File: config.mk
export PLATFORM = sky130hd
export DESIGN_NAME = mtm_alu_resp_scheduler
export DESIGN_NICKNAME = d
export VERILOG_FILES = /design/src/rtl/mtm_alu_resp_scheduler.sv
export SDC_FILE = /design/constraint.sdc
export NUM_CORES = 1
export LEC_CHECK = 0
export CORE_ASPECT_RATIO = 0.7
export CORE_MARGIN = 2
export CORE_UTILIZATION = 45
export CTS_BUF_LIST = sky130_fd_sc_hd__clkbuf_4
export DETAILED_ROUTE_END_ITERATION = 16
export DONT_BUFFER_PORTS = 1
export PLACE_DENSITY = 0.7
export SLEW_MARGIN = 20
export SYNTH_ARGS = -nofsm -noshare
export SYNTH_HDL_FRONTEND = slang
export SYNTH_SLANG_ARGS = --single-unit
File: constraint.sdc
create_clock -name clk -period 2.8 [get_ports clk]
set_input_delay 0.28 -clock clk [delete_from_list [all_inputs] [get_ports clk]]
set_output_delay 0.28 -clock clk [all_outputs]
set_load 0.03 [all_outputs]
File: src/rtl/mtm_alu_resp_scheduler.sv
// Response scheduler: buffers ALU results in an in-order FIFO and hands exactly
// one result to the serializer per serializer slot. The serializer has no
// ready signal, so the slot length is enforced here by a countdown.
module mtm_alu_resp_scheduler #(
    parameter int          DEPTH     = 4,
    parameter int          DATA_SLOT = 56,
    parameter int          ERR_SLOT  = 12,
    parameter logic [7:0]  IDLE_CTL  = 8'hFF
) (
    input  logic                     clk,
    input  logic                     rst_n,
    input  logic                     res_valid,
    output logic                     res_ready,
    input  logic [31:0]              res_c,
    input  logic [7:0]               res_ctl,
    output logic [31:0]              ser_c,
    output logic [7:0]               ser_ctl,
    output logic                     busy,
    output logic                     drop,
    output logic [$clog2(DEPTH):0]   level
);

    localparam int PTR_W    = $clog2(DEPTH);
    localparam int LVL_W    = PTR_W + 1;
    localparam int MAX_SLOT = (DATA_SLOT > ERR_SLOT) ? DATA_SLOT : ERR_SLOT;
    localparam int CNT_RAW  = $clog2(MAX_SLOT);
    localparam int CNT_W    = (CNT_RAW < 6) ? 6 : CNT_RAW;

    typedef struct packed {
        logic [31:0] c;
        logic [7:0]  ctl;
        logic        is_err;
    } entry_t;

    typedef enum logic [1:0] {
        ST_IDLE,
        ST_ISSUE,
        ST_WAIT
    } state_t;

    entry_t             mem [DEPTH];
    logic [PTR_W-1:0]   wr_ptr;
    logic [PTR_W-1:0]   rd_ptr;
    state_t             state;
    state_t             state_nxt;
    logic [CNT_W-1:0]   cnt;
    logic [CNT_W-1:0]   cnt_nxt;
    logic [31:0]        ser_c_nxt;
    logic [7:0]         ser_ctl_nxt;
    logic               is_err_code;
    logic               legal;
    logic               accept;
    logic               push;
    logic               pop;
    entry_t             head;

    // Ready depends only on the registered level, so a same-cycle pop never
    // opens a full FIFO (no push-through).
    assign res_ready   = (level != LVL_W'(DEPTH));
    assign busy        = (state != ST_IDLE) || (level != '0);
    assign is_err_code = (res_ctl == 8'h93) || (res_ctl == 8'hC9) || (res_ctl == 8'hA5);
    assign legal       = !res_ctl[7] || is_err_code;
    assign accept      = res_valid && res_ready;
    assign push        = accept && legal;
    assign head        = mem[rd_ptr];

    // FIFO storage write.
    // NOTE: the storage array carries no reset; validity is tracked by level
    // and the pointers, so clearing the payload would only cost flops.
    always_ff @(posedge clk) begin
        if (push) begin
            mem[wr_ptr] <= '{c: res_c, ctl: res_ctl, is_err: is_err_code};
        end
    end

    // Pointers, occupancy and the illegal-CTL drop pulse.
    // NOTE: sequential state uses non-blocking assignments so every register
    // samples pre-edge values; combinational blocks use blocking ones.
    always_ff @(posedge clk) begin
        if (!rst_n) begin
            wr_ptr <= '0;
            rd_ptr <= '0;
            level  <= '0;
            drop   <= 1'b0;
        end else begin
            drop <= accept && !legal;
            if (push) wr_ptr <= wr_ptr + PTR_W'(1);
            if (pop)  rd_ptr <= rd_ptr + PTR_W'(1);
            case ({push, pop})
                2'b10:   level <= level + LVL_W'(1);
                2'b01:   level <= level - LVL_W'(1);
                default: level <= level;
            endcase
        end
    end

    // FSM state, slot counter and serializer output registers.
    always_ff @(posedge clk) begin
        if (!rst_n) begin
            state   <= ST_IDLE;
            cnt     <= '0;
            ser_c   <= '0;
            ser_ctl <= IDLE_CTL;
        end else begin
            state   <= state_nxt;
            cnt     <= cnt_nxt;
            ser_c   <= ser_c_nxt;
            ser_ctl <= ser_ctl_nxt;
        end
    end

    // Next-state logic: issue the head from IDLE, hold idle code for the slot.
    // NOTE: every output of this block is defaulted first so no path can
    // leave a value unassigned and infer a latch.
    always_comb begin
        state_nxt   = state;
        cnt_nxt     = cnt;
        ser_c_nxt   = ser_c;
        ser_ctl_nxt = ser_ctl;
        pop         = 1'b0;
        case (state)
            ST_IDLE: begin
                ser_c_nxt   = '0;
                ser_ctl_nxt = IDLE_CTL;
                if (level != '0) begin
                    pop         = 1'b1;
                    ser_c_nxt   = head.c;
                    ser_ctl_nxt = head.ctl;
                    cnt_nxt     = head.is_err ? CNT_W'(ERR_SLOT - 2)
                                              : CNT_W'(DATA_SLOT - 2);
                    state_nxt   = ST_ISSUE;
                end
            end
            ST_ISSUE: begin
                ser_c_nxt   = '0;
                ser_ctl_nxt = IDLE_CTL;
                state_nxt   = (cnt == '0) ? ST_IDLE : ST_WAIT;
            end
            ST_WAIT: begin
                cnt_nxt = cnt - CNT_W'(1);
                if (cnt == CNT_W'(1)) state_nxt = ST_IDLE;
            end
            default: begin
                ser_c_nxt   = '0;
                ser_ctl_nxt = IDLE_CTL;
                state_nxt   = ST_IDLE;
            end
        endcase
    end

endmodule

==> impl_metrics.yaml <==
detailed_routing:
  drc: 0
  drtIter0Drc: 288
  routed_via_density: 5.40
  ant_nets: 0
  wl_um: 16200
  drt-pass1-iter-count: 4
  wl_per_cell_um: 20.7
  num_vias: 4242
timing:
  hold_viol_final: 0
  clock-skew-final_ns: 0.0291
  drv_slew: 0
  layout_min_cycle_time_ns: 2.40
  max_clock_freq_ghz: 0.416
  rsz0062_at_grt: "no"
  timing.slew.headroom: 0.499
  final.period_utilization: 0.859
  worst_pin_slew_ns: 0.750
  fin_setup_tns_ns: 0
  finalSetupViolCount: 0
global_routing:
  grt_pass1_wl_um: 25000
  grt_overflow: 0
  grt_antenna_before_repair: 0
  grt_pass1_vias: 4561
  grt_start_max_net_pins: 34
  grt_util_all_layers: 0.178
status:
  status: "finished clean"
clocking:
  path_clk_slew_ns: 0.07
  post-cts-setup-buffer-count: 0
  cts_tree: "yes"
  cts_max_level: 2
  clk_path_buf_depth: 3
  cts_buffers: 52
  post_cts_resize_count: 0
  cts_sinks: 222
  hold_buffers: 42
  cts_root_buffer: "clkbuf_4"
  clk_latency_ns: 0.63
final_layout:
  num_antenna_cells: 0
  drive_gt1_frac: 0.290
  syn_to_final_growth_pct: 18.3
  fill_cells: 1336
  nets: 563
setup_path:
  worstPathMaxFanout: 2
  reg2reg_to: "level[2]"
  path_class: "reg2reg"
  rr_startpoint: "level[2]"
  required_ns: 3.34
  critPathLaunchType: "flip-flop"
  worst-r2r-setup-slack_ns: 0.40
  worstPathArrival_ns: 2.95
  crit_path_end_kind: "flip-flop"
  reg2reg_depth: 10
logic_synthesis:
  yosysWarnings: 0
  synth_area_per_cell_um2: 19.4
  yosys-top-cells-count: "edfxtp_1, dfxtp_1, mux4_2"
  syn_inst: 417
  ys_seq_elements: 222
  synth_cell_types: 45
  synthFlopType: "edfxtp_1"
  syn-num-nets: 468
  yosys.area.top_type: "edfxtp_1"
  synth_edf_count: 164
  synth_area_leaders: "edfxtp_1, dfxtp_1, mux4_2"
  seq_area_frac_synth: 0.753
  synth_async_sr_flop_share: 0
  synth_area_um2: 8080
  yosysMostFrequentCell: "edfxtp_1"
  synth_top_area_frac: 0.609
power:
  pwr-share-seq: 0.518
  leakage_nw: 3.27
  peakVddDrop_mv: 0.467
  powerDensity_nw_per_um2: 921
  p_comb_frac: 0.188
  power.total_mw: 8.81
  p_sw_mw: 2.76
  p_int_mw: 6.05
  switching_share: 0.313
  p_clk_frac: 0.294
hold_path:
  worstHoldStart: "res_ctl[4]"
  min_to: "mem[0][0]"
  min_path_cells: 3
  hold_path.class: "in2reg"
place:
  place_congestion: 0.741
  hpwl_um: 9150
  portBuffers: 0
floorplan:
  die-area_um2: 19100
  core_um2: 17400
  die_w_um: 164
  start_util: 0.465
  die_h_um: 116
  ios: 89
  rows: 40
run:
  cap_viol_max_count: 0
## placed cells by master (no fill, tap or decap), drive strengths merged, types with 4 or more instances in the layout
cell / count
edfxtp: 164
clkbuf: 85
dfxtp: 58
dlygate4sd3: 42
mux4: 41
a22o: 32
buf: 16
nor2: 13
inv: 13
nand2: 12
clkinv: 11
o22a: 8
ha: 7
a21oi: 5
o21ai: 5
and2: 5
xor2: 4
## stage by stage
stage          instance area (µm²)  utilization  cells  setup WS, ns  hold slack [ns]
2_1_floorplan                 8090            -    417         0.132            0.379
3_3_place_gp                  8460        0.487    647         0.501            0.379
3_5_place_dp                  8460        0.487    647         0.442            0.379
4_1_cts                       9560        0.551    786         0.407           0.0457
5_1_grt                       9560        0.551    786         0.285           0.0933
6_report                      9560        0.551    786         0.396           0.0983
## kinds of logic after synthesis
| kind of cell | after synthesis | share of synthesized area |
|---|---|---|
| buf+inv | 29 | 0.0164 |
| mux | 44 | 0.118 |
| compound gates | 61 | 0.0602 |
| xor+xnor | 5 | 0.00542 |
| fa+ha+maj | 8 | 0.0133 |
| simple gates | 48 | 0.0334 |
| flops | 222 | 0.753 |
## how the worst max path moves through the flow
stage	from	endpoint	slack, ns	depth (start not counted)
final	level[2]	level[2]	0.40	10
after global routing	level[2]	level[2]	0.28	10
after CTS	level[2]	level[2]	0.41	10
after detailed placement	level[2]	level[2]	0.44	10
after global placement	level[0]	level[2]	0.50	10
after floorplan	level[2]	level[2]	0.13	10
## cell type report
type / instances / area [µm²] / area share
Clock inverter: 12 / 47.5 / 0.00497
Tap cell: 231 / 289 / 0.0302
Sequential cell: 222 / 6090 / 0.637
Multi-Input combinational cell: 166 / 1880 / 0.196
Timing Repair Buffer: 58 / 578 / 0.0604
Clock buffer: 85 / 638 / 0.0667
Inverter: 12 / 45.0 / 0.00471
## sequential cells by signal, indices dropped and copies added, names as in the netlist, named ones only
register  count
ser_ctl       8
state         2
ser_c        32
cnt           6
level         3
mem         164
rd_ptr        2
wr_ptr        2
drop          1
## power by group through the flow
stage	clock network, mW	logic, mW	registers (mW)
after global placement	0	1.54	4.63
after detailed placement	0	1.59	4.65
after global routing	2.86	1.80	4.63
after CTS	2.68	1.67	4.58
after floorplan	0	1.28	4.50
final	2.59	1.66	4.56
## per-layer routing
layer	vias up	share of wire	global-route usage
li1	1908	-	-
met1	2154	0.43	0.229
met4	0	0.011	0.0678
met3	18	0.090	0.0682
met5	-	0	0
met2	162	0.47	0.277
## worst max-delay path: stages, from the launching register on
cell and delay [ns]:
dfxtp_1 0.33, or3b_2 0.46, nand2_1 0.12, a31oi_1 0.07, inv_1 0.08, ha_1 0.20
inv_1 0.07, fa_1 0.38, xor2_1 0.17, or3_1 0.31, a21oi_1 0.14
No activity file was read; power rests on OpenSTA's default activity.
==> RTL edit 1: new RTL, same settings <==
Register the output `level` once more; this adds one clock of latency there. The other outputs are not delayed to match. Comments in the files are not updated.
--- a/src/rtl/mtm_alu_resp_scheduler.sv
+++ b/src/rtl/mtm_alu_resp_scheduler.sv
@@ -39,4 +39,6 @@
     } state_t;
 
+    logic [$clog2(DEPTH):0] level_s0;
+
     entry_t             mem [DEPTH];
     logic [PTR_W-1:0]   wr_ptr;
@@ -57,6 +59,6 @@
     // Ready depends only on the registered level, so a same-cycle pop never
     // opens a full FIFO (no push-through).
-    assign res_ready   = (level != LVL_W'(DEPTH));
-    assign busy        = (state != ST_IDLE) || (level != '0);
+    assign res_ready   = (level_s0 != LVL_W'(DEPTH));
+    assign busy        = (state != ST_IDLE) || (level_s0 != '0);
     assign is_err_code = (res_ctl == 8'h93) || (res_ctl == 8'hC9) || (res_ctl == 8'hA5);
     assign legal       = !res_ctl[7] || is_err_code;
@@ -81,5 +83,5 @@
             wr_ptr <= '0;
             rd_ptr <= '0;
-            level  <= '0;
+            level_s0 <= '0;
             drop   <= 1'b0;
         end else begin
@@ -88,7 +90,7 @@
             if (pop)  rd_ptr <= rd_ptr + PTR_W'(1);
             case ({push, pop})
-                2'b10:   level <= level + LVL_W'(1);
-                2'b01:   level <= level - LVL_W'(1);
-                default: level <= level;
+                2'b10:   level_s0 <= level_s0 + LVL_W'(1);
+                2'b01:   level_s0 <= level_s0 - LVL_W'(1);
+                default: level_s0 <= level_s0;
             endcase
         end
@@ -123,5 +125,5 @@
                 ser_c_nxt   = '0;
                 ser_ctl_nxt = IDLE_CTL;
-                if (level != '0) begin
+                if (level_s0 != '0) begin
                     pop         = 1'b1;
                     ser_c_nxt   = head.c;
@@ -149,4 +151,8 @@
     end
 
+    always_ff @(posedge clk) begin
+        level <= level_s0;
+    end
+
 endmodule
 
Formal check against the unedited RTL: not equivalent (Yosys sat finds a counterexample within 4 cycles, from zero or initial values and one cycle with rst_n low).
==> RTL edit 1 against the original RTL <==
Worst setup slack lost 0.048 ns. Cell area increased by 0.17%. Count of clock-buffer cells in the layout stayed put. Final cell count stayed put. Clock power about the same. Sequential cell count up 3. Routed wire length up 0.57%. Area after synthesis up 1.2%. Critical path depth is the same. Total power shrank 1.2%. Combinational power is 11% lower. Clock skew increased by 0.014 ns. Critical path type unchanged.
==> RTL edit 1: results (changes against the original RTL) <==
Run status
  – Status: complete, no violations

Final layout
  – Share of layout cells above drive strength 1: 0.276 (-0.0137)
  – Layout Nets: 560 (-0.53%)
  – Filler cells: 1410 (+5.5%)
  – Largest registers: mem: 164 flops, ser_c: 32 flops, ser_ctl: 8 flops
  – Antenna cell count: 0 (unchanged)

Routing
  – Starting DRC count in detailed routing: 223 (-23%)
  – Vias per Instance: 5.41 (+0.17%)
  – Routed wire per std cell: 20.8 um (+0.57%)
  – First-pass DRT Iterations: 5 (+1)

Pwr
  – Leakage: 0.00325 uW (-0.68%)
  – Worst-case vdd ir drop: 0.643 mV (+38%)

Yosys
  – Top post-synthesis cells by area: edfxtp_1, dfxtp_1, mux4_2, a22o_1, ha_1
  – Post-Synth Adder-Cell Area: 0.0132 (-0.000157)
  – Mux cell area share after synthesis: 0.116 (-0.00185)
  – Cell variety after synth: 46 (+2.2%)
  – Synth Area in XOR/XNOR: 0.00643 (+0.00101)
  – Synth Area in Compound Gates: 0.0558 (-0.00438)
  – Commonest cells post-synth: edfxtp_1, dfxtp_1, mux4_2, a22o_1, nor2_1
  – Register area share after synthesis: 0.752 (-0.00153)
  – YS warnings: 0 (unchanged)
  – Synth Net Count: 471 (+0.64%)

Critical path
  – Crit-path max cell delay: 0.42 ns (-0.04 ns)
  – FF-to-FF End: level_s0[2]
  – Crit-path slowest cell: dfxtp_1
  – Critical Path AT: 3.01 ns (+0.06 ns)
  – Kind of critical path: reg -> reg
  – Worst R2R Path Depth: 10 (unchanged)
  – Register-to-Register Setup Slack: 0.35 ns (-0.05 ns)
  – Maximum fanout along the worst path: 7 (+5)
  – Reg2reg start: level_s0[2]

Clock tree
  – CTS Buf Count: 52 (unchanged)
  – Setup bufs post-CTS: 0 (unchanged)
  – Clock Tree Buf Depth: 3 (unchanged)
  – Clock latency at the later pin of the worst-skew pair: 0.63 ns (about the same)
  – Worst-path clk slew: 0.07 ns (about the same)
  – Clk root buf: clkbuf_4

STA
  – Slew margin rel.: 0.356 (-0.143)
  – Clock Skew: 0.0429 ns (+0.0139 ns)

GRT
  – Global-route wire length before repair: 24.9 mm (-0.50%)
  – Tot GR Track Use: 0.176 (-0.00209)
  – Vias in the first global route: 4519 (-0.92%)

Placement
  – Routability congestion estimate: 0.740 (about the same)
  – Post-DP HPWL: 9.26 mm (+1.2%)
  – Port buffer count: 0 (unchanged)

Min path
  – Worst hold path class: in -> reg
[RTL edit 1: cell count changes after synthesis, moves of 3 or more]
cell and change:
clkbuf_1 -4, buf_6 +3, dfxtp_1 +3, o21ai_0 -3
[RTL edit 1: worst max-delay path, delay by kind of cell, from the launching register on]
kind / cells / cell delay, ns
AO/OA/AOI/OAI: 2 / 0.23
adder cells (fa/ha/maj): 2 / 0.56
flip-flops: 1 / 0.42
XOR/XNOR: 1 / 0.16
AND/OR/NAND/NOR: 3 / 0.82
buffers and inverters: 2 / 0.18
[RTL edit 1: worst min-delay path by stage]
stage                  to  cells past startpoint  slack [ns]
5_1_grt         wr_ptr[0]                      4         0.1
3_5_place_dp   mem[1][12]                      0        0.38
3_3_place_gp   mem[0][34]                      0        0.38
6_report        wr_ptr[0]                      4        0.13
4_1_cts         wr_ptr[0]                      4        0.07
2_1_floorplan    level[2]                      0        0.38
[RTL edit 1: cell type report]
class,count,area share
multi-input cells,165,0.196
clock buffers,85,0.0666
flip-flops and latches,225,0.642
inverters,12,0.00549
clock inverters,10,0.00444
repair buffers,53,0.0551
well taps,236,0.0308
[RTL edit 1: logic make-up after synthesis]
group / count (synthesis)
buffers and inverters: 30
AO/OA/AOI/OAI: 56
flip-flops: 225
XOR/XNOR: 6
multiplexers: 43
adder cells (fa/ha/maj): 8
AND/OR/NAND/NOR: 52
[RTL edit 1: repair_timing]
action                                 4_1_cts  5_1_grt
setup endpoints to repair                    0        0
endpoints found under the hold margin      181        0
hold buffers                                42        0
[RTL edit 1: metrics by stage]
stage	util	setup slack, ns	std cells	hold slack, ns	cell area, um^2
2_1_floorplan	-	0.238	420	0.376	8180
3_3_place_gp	0.474	0.491	649	0.379	8480
3_5_place_dp	0.474	0.385	649	0.379	8480
4_1_cts	0.535	0.357	786	0.0662	9580
5_1_grt	0.535	0.189	786	0.0956	9580
6_report	0.535	0.348	786	0.130	9580
[RTL edit 1: power by group]
| group | leakage, uW | switching [uW] | internal, uW | total, uW |
|---|---|---|---|---|
| Combinational | 0.000848 | 766 | 719 | 1480 |
| Clock | 0.000416 | 1220 | 1370 | 2590 |
| Sequential | 0.00199 | 687 | 3940 | 4630 |
| Total | 0.00325 | 2670 | 6030 | 8700 |
[RTL edit 1: metal layers]
metal	wire length, um	global-route usage	vias up
met4	185	0.0562	0
met2	7560	0.280	160
met5	0	0	-
met1	7010	0.227	2154
met3	1580	0.0648	21
li1	-	-	1914
==> RTL edit 2: new RTL, same settings <==
Made on the original files. The parameter `DEPTH` goes from 4 to 2.
--- a/src/rtl/mtm_alu_resp_scheduler.sv
+++ b/src/rtl/mtm_alu_resp_scheduler.sv
@@ -3,5 +3,5 @@
 // ready signal, so the slot length is enforced here by a countdown.
 module mtm_alu_resp_scheduler #(
-    parameter int          DEPTH     = 4,
+    parameter int          DEPTH     = 2,
     parameter int          DATA_SLOT = 56,
     parameter int          ERR_SLOT  = 12,
Ports: changed (resized level); port bits go from 89 to 88. The function was not compared with the original's and may differ.
==> RTL edit 2 against the original RTL <==
Final cell count down 29%. Routed wire length is 41% lower. Cell area is 39% lower. Sequential cell count shrank 86. Area after synthesis down 39%. Total power shrank 41%. Non-clock buffer count down 7. Worst setup slack improved by 0.40 ns. Fmax rose by 20%. Count of clock-buffer cells in the layout down 68. Critical path type unchanged. Largest cell class unchanged.
==> RTL edit 2: results (changes against the original RTL) <==
Run status
  – Status: complete, no violations

Final layout
  – Share of layout cells above drive strength 1: 0.125 (-0.165)
  – Multi-input comb cells: 196 (+18%)
  – Inverters excl. clock: 8 (-4)
  – Largest registers: mem: 82 flops, ser_c: 32 flops, ser_ctl: 8 flops
  – NonClk Buf Share: 0.0908 (+0.0303)
  – Layout Nets: 456 (-19%)
  – CLK BUF: 17 (-80%)
  – Clock-cell share of area: 0.0445 (-0.0272)
  – Fraction of area in multi-input gates: 0.219 (+0.0228)
  – Filler cells: 867 (-35%)
  – Sequential Area: 3540 um^2 (-42%)
  – Non-clock buffers: 51 (-12%)

Pwr
  – Switch share: 0.361 (+0.0475)
  – Leakage: 0.00198 uW (-40%)
  – Worst-case vdd ir drop: 0.452 mV (-3.3%)
  – Design Power: 5160 uW (-41%)
  – Clk. pwr: 1150 uW (-56%)
  – Sequential share of power: 0.576 (+0.058)

Yosys
  – Seq cells post-synth: 136 (-39%)
  – Share of the synthesized area in the top cell type: 0.503 (-0.107)
  – Commonest cells post-synth: edfxtp_1, nand2_1, dfxtp_1, mux2i_1, o21ai_1
  – Top post-synthesis cells by area: edfxtp_1, dfxtp_1, mux2i_1, nand2_1, o21ai_1
  – Register area share after synthesis: 0.724 (-0.0295)
  – Cell variety after synth: 38 (-16%)
  – Synth Net Count: 400 (-15%)
  – Post-synth EDFFs: 82 (-50%)

Routing
  – Vias per Instance: 5.21 (-3.5%)
  – DR WL met3: 803 um (-45%)
  – Starting DRC count in detailed routing: 114 (-60%)
  – Wl on met1: 4.21 mm (-39%)
  – Routed wire per std cell: 17.2 um (-17%)

GRT
  – GR Util met2: 0.281 (+0.00360)
  – Vias in the first global route: 3099 (-32%)
  – Tot GR Track Use: 0.175 (-0.00299)
  – Met1 Resource Use GR: 0.217 (-0.0119)
  – Largest net degree at the start of global routing: 42 (+24%)
  – Met3 usage: 0.0737 (+0.00548)

Clock tree
  – Worst-path clk slew: 0.13 ns (+0.06 ns)
  – Clock latency at the later pin of the worst-skew pair: 0.51 ns (-0.12 ns)
  – Clock Tree Buf Depth: 2 (-1)

Placement
  – Routability congestion estimate: 0.820 (+11%)
  – Post-DP HPWL: 5.84 mm (-36%)

Critical path
  – Worst R2R Path Depth: 6 (-4)
  – Reg2reg start: level[0]
  – Critical Path AT: 2.21 ns (-0.74 ns)
  – Critical Path End: mem[1][17]
  – Register-to-Register Setup Slack: 0.80 ns (+0.40 ns)

STA
  – Worst Max-Slew Pin Slew: 0.706 ns (-0.0438 ns)
  – Clock Skew: 0.0227 ns (-0.00639 ns)
[RTL edit 2: cell types whose count changed after synthesis, moves of 30 or more]
cell / delta
mux4_2: -41
mux2i_1: +40
a22o_1: -32
o21ai_1: +30
nand2_1: +45
edfxtp_1: -82
[RTL edit 2: stage by stage]
step,instances,util,hold slack [ns],worst slack [ns],instance area (um^2)
floorplan,354,-,0.379,0.103,4900
global route,555,0.553,0.0579,0.638,5790
finish,555,0.553,0.0920,0.798,5790
detailed placement,481,0.488,0.379,0.745,5110
CTS,555,0.553,0.0432,0.781,5790
global placement,481,0.488,0.379,0.811,5110
[RTL edit 2: kinds of logic (layout without fill, tap and decap cells)]
| group | count (synthesis) | count (layout) | synth area share |
|---|---|---|---|
| flops | 136 | 136 | 0.724 |
| simple gates | 86 | 86 | 0.0830 |
| compound gates | 61 | 61 | 0.0733 |
| mux | 42 | 42 | 0.0858 |
| buf+inv | 22 | 91 | 0.0194 |
| xor+xnor | 4 | 4 | 0.00716 |
| fa+ha+maj | 3 | 3 | 0.00767 |
[RTL edit 2: critical path: stages, from the launching register on]
cell and delay (ns):
dfxtp_1 0.33, buf_4 0.20, nand2b_1 0.14, nand2_1 0.11, a21oi_2 0.20, and2_2 0.44, buf_4 0.27
[RTL edit 2: what timing repair did]
| action | 4_1_cts | 5_1_grt |
|---|---|---|
| endpoints found under the setup margin | 0 | 0 |
| hold endpoints to repair | 93 | 0 |
| hold buffers | 42 | 0 |
[RTL edit 2: how the worst min path moves through the flow]
stage / to / slack, ns / start
after global routing: mem[0][0] / 0.06 / res_ctl[0]
after detailed placement: mem[1][27] / 0.38 / res_c[18]
after global placement: mem[1][27] / 0.38 / res_c[18]
after CTS: mem[0][0] / 0.04 / res_ctl[0]
after floorplan: mem[0][10] / 0.38 / res_c[1]
final: wr_ptr / 0.09 / res_ctl[0]
